`config.mk`:
```
export PLATFORM = sky130hd
export DESIGN_NAME = rr_arbiter4
export DESIGN_NICKNAME = d
export VERILOG_FILES = /design/src/rtl/rr_arbiter4.sv
export SDC_FILE = /design/constraint.sdc
export NUM_CORES = 1
export LEC_CHECK = 0
export ABC_CLOCK_PERIOD_IN_PS = 1490
export BUFFER_PORTS_ARGS = -buffer_cell sky130_fd_sc_hd__buf_2
export CAP_MARGIN = 15
export CORE_MARGIN = 2
export CORE_UTILIZATION = 46
export CTS_CLUSTER_DIAMETER = 60
export DETAILED_ROUTE_END_ITERATION = 10
export GPL_TIMING_DRIVEN = 0
export PLACE_DENSITY_LB_ADDON = 0.1
export SLEW_MARGIN = 25
export SYNTH_ARGS = -nofsm -noshare
export SYNTH_HDL_FRONTEND = slang
export SYNTH_SLANG_ARGS = --single-unit
```
`constraint.sdc`:
```
create_clock -name clk -period 1.49 [get_ports clk]
set_input_delay 0 -clock clk [delete_from_list [all_inputs] [get_ports clk]]
set_output_delay 0 -clock clk [all_outputs]
set_load 0.1 [all_outputs]
```
`src/rtl/rr_arbiter4.sv`:
```
// rr_arbiter4: four-client round-robin arbiter with a bounded grant tenure.
// The pointer holds the last grantee, so that client has the lowest priority at the
// next arbitration. Every release passes through IDLE, which gives one dead cycle
// between tenures.
module rr_arbiter4 #(
   parameter int unsigned MAX_HOLD = 8,
   parameter int unsigned CNT_W    = 4
) (
   input  logic       clk,
   input  logic       rst,
   input  logic [3:0] req,
   output logic [3:0] gnt,
   output logic [1:0] gnt_id,
   output logic       gnt_valid,
   output logic       timeout,
   output logic [1:0] ptr
);

   typedef enum logic [0:0] {StIdle, StGrant} state_e;

   localparam logic [CNT_W-1:0] HoldLast = CNT_W'(MAX_HOLD - 1);

   state_e           state_q, state_d;
   logic [3:0]       gnt_q, gnt_d;
   logic [1:0]       gnt_id_q, gnt_id_d;
   logic             gnt_valid_q, gnt_valid_d;
   logic             timeout_q, timeout_d;
   logic [CNT_W-1:0] hold_cnt_q, hold_cnt_d;
   logic [1:0]       ptr_q, ptr_d;

   logic             found;
   logic [1:0]       winner;
   logic [1:0]       idx;

   // Circular search for the first requester, starting just after the pointer.
   always_comb begin
      found  = 1'b0;
      winner = 2'd0;
      idx    = 2'd0;
      for (int k = 1; k <= 4; k++) begin
         idx = ptr_q + 2'(k);
         if (!found && req[idx]) begin
            found  = 1'b1;
            winner = idx;
         end
      end
   end

   // Next-state logic: arbitrate in IDLE, release on req drop or hold limit in GRANT.
   always_comb begin
      state_d     = state_q;
      gnt_d       = gnt_q;
      gnt_id_d    = gnt_id_q;
      gnt_valid_d = gnt_valid_q;
      timeout_d   = 1'b0;
      hold_cnt_d  = hold_cnt_q;
      ptr_d       = ptr_q;
      unique case (state_q)
         StIdle: begin
            if (found) begin
               state_d     = StGrant;
               gnt_d       = 4'b0001 << winner;
               gnt_id_d    = winner;
               gnt_valid_d = 1'b1;
               hold_cnt_d  = '0;
            end
         end
         StGrant: begin
            if (!req[gnt_id_q] || (hold_cnt_q == HoldLast)) begin
               state_d     = StIdle;
               gnt_d       = 4'b0000;
               gnt_valid_d = 1'b0;
               hold_cnt_d  = '0;
               ptr_d       = gnt_id_q;
               // Only a forced release (client still requesting) flags a timeout.
               timeout_d   = req[gnt_id_q];
            end else begin
               hold_cnt_d = hold_cnt_q + 1'b1;
            end
         end
         default: begin
            state_d = StIdle;
         end
      endcase
   end

   // State and output registers; reset wins immediately, without a clock.
   always_ff @(posedge clk or posedge rst) begin
      if (rst) begin
         state_q     <= StIdle;
         gnt_q       <= 4'b0000;
         gnt_id_q    <= 2'b00;
         gnt_valid_q <= 1'b0;
         timeout_q   <= 1'b0;
         hold_cnt_q  <= '0;
         ptr_q       <= 2'b11;
      end else begin
         state_q     <= state_d;
         gnt_q       <= gnt_d;
         gnt_id_q    <= gnt_id_d;
         gnt_valid_q <= gnt_valid_d;
         timeout_q   <= timeout_d;
         hold_cnt_q  <= hold_cnt_d;
         ptr_q       <= ptr_d;
      end
   end

   assign gnt       = gnt_q;
   assign gnt_id    = gnt_id_q;
   assign gnt_valid = gnt_valid_q;
   assign timeout   = timeout_q;
   assign ptr       = ptr_q;

endmodule

```
==> flow_metrics.env, run 1 <==
export IMPL_status="finished with violations"
export IMPL_min_path_type="primary input to flop"
export IMPL_grt_max_degree=16
export IMPL_yosysTopAreaCell="dfrtp_1"
export IMPL_maxCapViolCount=0
export IMPL_synthCells=69
export IMPL_synth_edf_count=0
export IMPL_grt_remaining_overflow=0
export IMPL_critical_path_max_fanout=4
export IMPL_vias_per_cell=5.50
export IMPL_vias=611
export IMPL_fin_skew_ns=0.000976
export IMPL_crit_chain="mux4_2, a21boi_4, mux2_4"
export IMPL_port_buffers=15
export IMPL_fill_cells=121
export IMPL_busiest_layer="met2"
export IMPL_multi_input_area_um2=377
export IMPL_arrival_ns=1.81
export IMPL_fp_dieH_um=44.0
export IMPL_rsz0062_at_grt="true"
export IMPL_finalHoldViolCount=0
export IMPL_antenna_cells=0
export IMPL_pin_count=16
export IMPL_cpMaxStageDelayCell="mux4_2"
export IMPL_avgSynthCellArea_um2=10.7
export IMPL_cts_made_buffers=3
export IMPL_synth_seq_area_share_pct=51.3
export IMPL_core_um2=1510
export IMPL_clock_fmax_ghz=0.632
export IMPL_rows=14
export IMPL_placed_cell_area_um2=846
export IMPL_end_kind="flop"
export IMPL_syn_to_final_growth_pct=29.2
export IMPL_startpoint_type="flop"
export IMPL_stdcell_area_um2=952
export IMPL_synth_main_ff_cell="dfrtp_1"
export IMPL_violations="negative setup slack"
export IMPL_relSlewSlack_pct=56.3
export IMPL_synth_seq_cells=15
export IMPL_cts_sinks=15
export IMPL_grt_pass1_wl_um=2650
export IMPL_synth_warnings=0
export IMPL_regArea_um2=387
export IMPL_syn_nets=76
export IMPL_tritoncts="yes"
export IMPL_use_met1_pct=27.0
export IMPL_drive_gt1_share_pct=44.2
export IMPL_layout_cells_non_filler=111
export IMPL_fin_crit_ns=1.58
export IMPL_path_class="flop to flop"
export IMPL_pre_cts_ws_ns=-0.139
export IMPL_synth_area_top_cells="dfrtp_1 (44%), dfstp_2 (7.1%), nor2_1 (4.1%)"
export IMPL_maxSlewViolCount=0
export IMPL_ys_top_cells_by_count="dfrtp_1 (13), nor2_1 (8), nand2_1 (7)"
export IMPL_num_nets_final=103
export IMPL_ant_nets=0
export IMPL_final_core_util_pct=63.2
export IMPL_wl_per_cell_um=13.6
export IMPL_cts_root_buf="clkbuf_4"
export IMPL_dpl_hpwl_um=1020
export IMPL_dp_cells=100
export IMPL_synth_top_area_share_pct=44.1
export IMPL_routed_wirelength_um=1510
export IMPL_initial_utilization_pct=48.9
export IMPL_gp_congestion=0.777
export IMPL_max_stage_delay_ns=0.57
export IMPL_h_tree_depth=1
export IMPL_drt_first_iter_violations=11
export IMPL_tightestPinTransition_ns=0.650
export IMPL_path_clk_slew_ns=0.09
export IMPL_grt_met3_usage_pct=3.67
export IMPL_cp_required_ns=1.71
export IMPL_ys_types=30
export IMPL_synth_most_common_cell="dfrtp_1"
export IMPL_grt_pass1_vias=616
export IMPL_layout_setup_ws_ns=-0.0925
export IMPL_drt_pass1_iterations=4
export IMPL_async_flop_share_pct=100
export IMPL_fp_dieW_um=44.0
export IMPL_grt_usage_pct=19.6
export IMPL_clk_latency_ns=0.29
export IMPL_min_period_over_period_pct=106
export IMPL_antenna_found_initial=0
export IMPL_die_area_um2=1940
export IMPL_drc=0
export IMPL_cts_buffer_depth=2
export IMPL_netlist_area_um2=737
export IMPL_use_met2_pct=27.6
export IMPL_setup_violations=8
[cell usage in the layout, fill, tap and decap left out, types with 2 or more instances in the layout]
cell | synthesis | final
clkbuf_4 | 0 | 3
mux2_4 | 0 | 2
nor2_1 | 8 | 8
o21ai_1 | 0 | 3
dfrtp_1 | 13 | 11
nand2b_1 | 3 | 3
nand2_1 | 7 | 6
nand3b_1 | 2 | 2
a22o_1 | 2 | 2
buf_4 | 0 | 6
inv_1 | 2 | 2
a21oi_1 | 2 | 2
nand2_2 | 1 | 2
a31oi_1 | 3 | 2
buf_2 | 1 | 16
[layer usage]
layer  part of all wire (%)  wire (um)
met1                     49        738
met2                     43        643
met3                    5.2         79
met4                    3.4         51
met5                      0          0
[per-stage QoR]
stage | setup TNS, ns | hold WS [ns]
floorplan | -1.95 | -0.100
global placement | -0.514 | 0.0783
detailed placement | -0.517 | 0.0837
CTS | -0.526 | 0.151
global route | -1.06 | 0.235
finish | -0.432 | 0.164
[registers in the layout, summed over array words and instances, names as in the netlist]
register,flops
state_q,1
gnt_valid,1
timeout,1
gnt_id,2
gnt,4
hold_cnt_q,4
ptr,2
[worst paths after layout]
check | from | endpoint | slack, ns | depth (start not counted)
max | gnt_id[1] | ptr[0] | -0.09 | 3
min | req[2] | gnt_id[1] | 0.16 | 4
max reg2reg | gnt_id[1] | ptr[0] | -0.09 | 3
min reg2reg | gnt[3] | gnt[3] | 0.50 | 1
max in group asynchronous | rst | gnt_id[1] | 0.76 | 3
min in group asynchronous | rst | gnt_valid | 0.30 | 3
[final cells by class]
| cell class | count | area share (%) |
|---|---|---|
| plain buffers | 1 | 0.526 |
| flip-flops and latches | 15 | 40.6 |
| repair buffers | 22 | 13.7 |
| well taps | 16 | 2.10 |
| inverters | 2 | 0.788 |
| clock buffers | 4 | 2.76 |
| multi-input cells | 51 | 39.6 |
[critical path, delay by kind of cell, from the launching register on]
kind	cells	cell delay [ns]
muxes	2	0.89
DFF	1	0.42
AOI/OAI and AO/OA	1	0.22
[what timing repair did]
item | in CTS | in global routing
buffers inserted | 4 | 2
hold endpoints to repair | 13 | 0
pin swaps | 4 | 3
endpoints found under the setup margin | 7 | 10
gates resized for setup | 3 | 3
hold buffers | 1 | 0
cloned | 0 | 0
[kinds of logic after synthesis]
family / after synthesis / share of synthesized area, %
flip-flops: 15 / 51.3
AO/OA/AOI/OAI: 15 / 15.5
buffers and inverters: 3 / 1.70
multiplexers: 4 / 7.47
AND/OR/NAND/NOR: 30 / 21.2
adder cells (fa/ha/maj): 1 / 1.70
XOR/XNOR: 1 / 1.19
Power of run 1 is not shown: default switching activity piles up to over one toggle a cycle in this logic, so the estimate is an artifact.
==> run 2: changes to the inputs <==
CORE_UTILIZATION = 39   (was 46)
PLACE_DENSITY_LB_ADDON = 0.05   (was 0.1)
==> run 2 against run 1 <==
The run still ends with negative setup slack left. Non-clock buffer count unchanged. Worst hold slack better by 0.012 ns. Sequential share of layout area shrank 1.5 points. Worst setup slack worse by 0.016 ns. Wire length rose by 2.9%. Maximum frequency down 1.0%. Die area up 16%. Flip-flop and latch count unchanged. Cell area rose by 3.9%. Critical path depth unchanged. Register-to-register slack got worse by 0.02 ns. Critical endpoint unchanged. Highest routed layer unchanged.
==> flow_metrics.env, run 2 (synthesis gave the netlist of run 1 again) <==
export IMPL_arrival_ns=1.81
export IMPL_setup_violations=8
export IMPL_fill_cells=166
export IMPL_port_buffers=15
export IMPL_path_clk_slew_ns=0.09
export IMPL_fin_crit_ns=1.60
export IMPL_cts_root_buf="clkbuf_4"
export IMPL_maxSlewViolCount=0
export IMPL_drt_first_iter_violations=10
export IMPL_regArea_um2=387
export IMPL_drt_pass1_iterations=3
export IMPL_relSlewSlack_pct=49.7
export IMPL_grt_remaining_overflow=0
export IMPL_rr_worst_depth=3
export IMPL_finalHoldViolCount=0
export IMPL_grt_max_degree=16
export IMPL_die_area_um2=2250
export IMPL_h_tree_depth=1
export IMPL_routed_wirelength_um=1560
export IMPL_core_um2=1750
export IMPL_grt_pass1_vias=501
export IMPL_rsz0062_at_grt="true"
export IMPL_ant_nets=0
export IMPL_startpoint_type="flop"
export IMPL_maxCapViolCount=0
export IMPL_wl_per_cell_um=13.0
export IMPL_crit_cells=3
export IMPL_initial_utilization_pct=42.2
export IMPL_vias=592
export IMPL_vias_per_cell=4.93
export IMPL_cp_top_family="multiplexers"
export IMPL_fp_dieW_um=47.5
export IMPL_clock_fmax_ghz=0.626
export IMPL_gp_congestion=0.730
export IMPL_cpMaxStageDelayCell="mux4_2"
export IMPL_cts_buffer_depth=2
export IMPL_worst_hold_slack_ns=0.175
export IMPL_critical_path_max_fanout=3
export IMPL_antenna_cells=0
export IMPL_rows=15
export IMPL_layout_commonest_cell="buf_2"
export IMPL_num_nets_final=103
export IMPL_min_period_over_period_pct=107
export IMPL_layout_setup_ws_ns=-0.109
export IMPL_layout_common_cells="buf_2 (15), dfrtp_1 (11), nor2_1 (8)"
export IMPL_violations="negative setup slack"
export IMPL_tightestPinTransition_ns=0.748
export IMPL_cp_required_ns=1.71
export IMPL_drc=0
export IMPL_status="finished with violations"
export IMPL_grt_usage_pct=14.9
export IMPL_fin_skew_ns=0.00873
export IMPL_cts_sinks=15
export IMPL_min_path_type="primary input to flop"
export IMPL_fp_dieH_um=47.5
export IMPL_cts_made_buffers=3
export IMPL_antenna_found_initial=0
export IMPL_syn_to_final_growth_pct=34.3
export IMPL_end_kind="flop"
export IMPL_drive_gt1_share_pct=45.3
export IMPL_holdPathStages=4
export IMPL_dpl_hpwl_um=1030
export IMPL_cp_num_buf_inv=0
export IMPL_path_class="flop to flop"
export IMPL_max_stage_delay_ns=0.59
export IMPL_multi_input_area_um2=397
export IMPL_tritoncts="yes"
export IMPL_clk_latency_ns=0.28
export IMPL_grt_pass1_wl_um=2240
export IMPL_pin_count=16
export IMPL_crit_chain="mux4_2, a21boi_4, mux2_4"
-- run 2: worst min-delay path: stages --
cell	delay (ns)
buf_2	0.11
nor4_1	0.10
o21ai_0	0.16
nand2_1	0.05
-- run 2: through the flow --
stage | instance area [um2] | setup WS (ns) | setup TNS (ns) | util [%] | instances
2_1_floorplan | 751 | -0.321 | -1.95 | - | 69
3_3_place_gp | 857 | -0.129 | -0.530 | 49.1 | 109
3_5_place_dp | 857 | -0.148 | -0.575 | 49.1 | 109
4_1_cts | 938 | -0.101 | -0.565 | 53.8 | 119
5_1_grt | 990 | -0.142 | -0.715 | 56.7 | 120
6_report | 990 | -0.109 | -0.428 | 56.7 | 120
-- run 2: layout make-up --
type / count / share of cell area (%)
flip-flops and latches: 15 / 39.1
clock buffers: 4 / 2.65
plain buffers: 1 / 0.506
well taps: 25 / 3.16
multi-input cells: 51 / 40.1
repair buffers: 22 / 13.8
inverters: 2 / 0.759
-- run 2: final timing paths --
kind	endpoint	from	slack, ns
hold reg to reg	gnt[2]	gnt[2]	0.49
setup / recovery	ptr[0]	gnt_id[1]	-0.11
min in group asynchronous	gnt_id[1]	rst	0.31
setup reg to reg	ptr[0]	gnt_id[1]	-0.11
max in group asynchronous	gnt_id[1]	rst	0.76
hold / removal	gnt_id[1]	req[0]	0.18
-- run 2: routing by layer --
layer	GRT usage (%)	vias up	share of wire, %
met3	6.79	2	4.6
met1	21.5	276	50
met2	20.5	17	44
li1	-	297	-
met4	3.33	0	0.77
met5	0	-	0
-- run 2: repair_timing --
item                                    4_1_cts  5_1_grt
pin swaps                                     1        6
hold buffers                                  1        0
endpoints found under the setup margin        7       10
buffers inserted                              5        1
gates resized for setup                       2        9
hold endpoints to repair                     13        0
Power of run 2 is left out for the same reason.
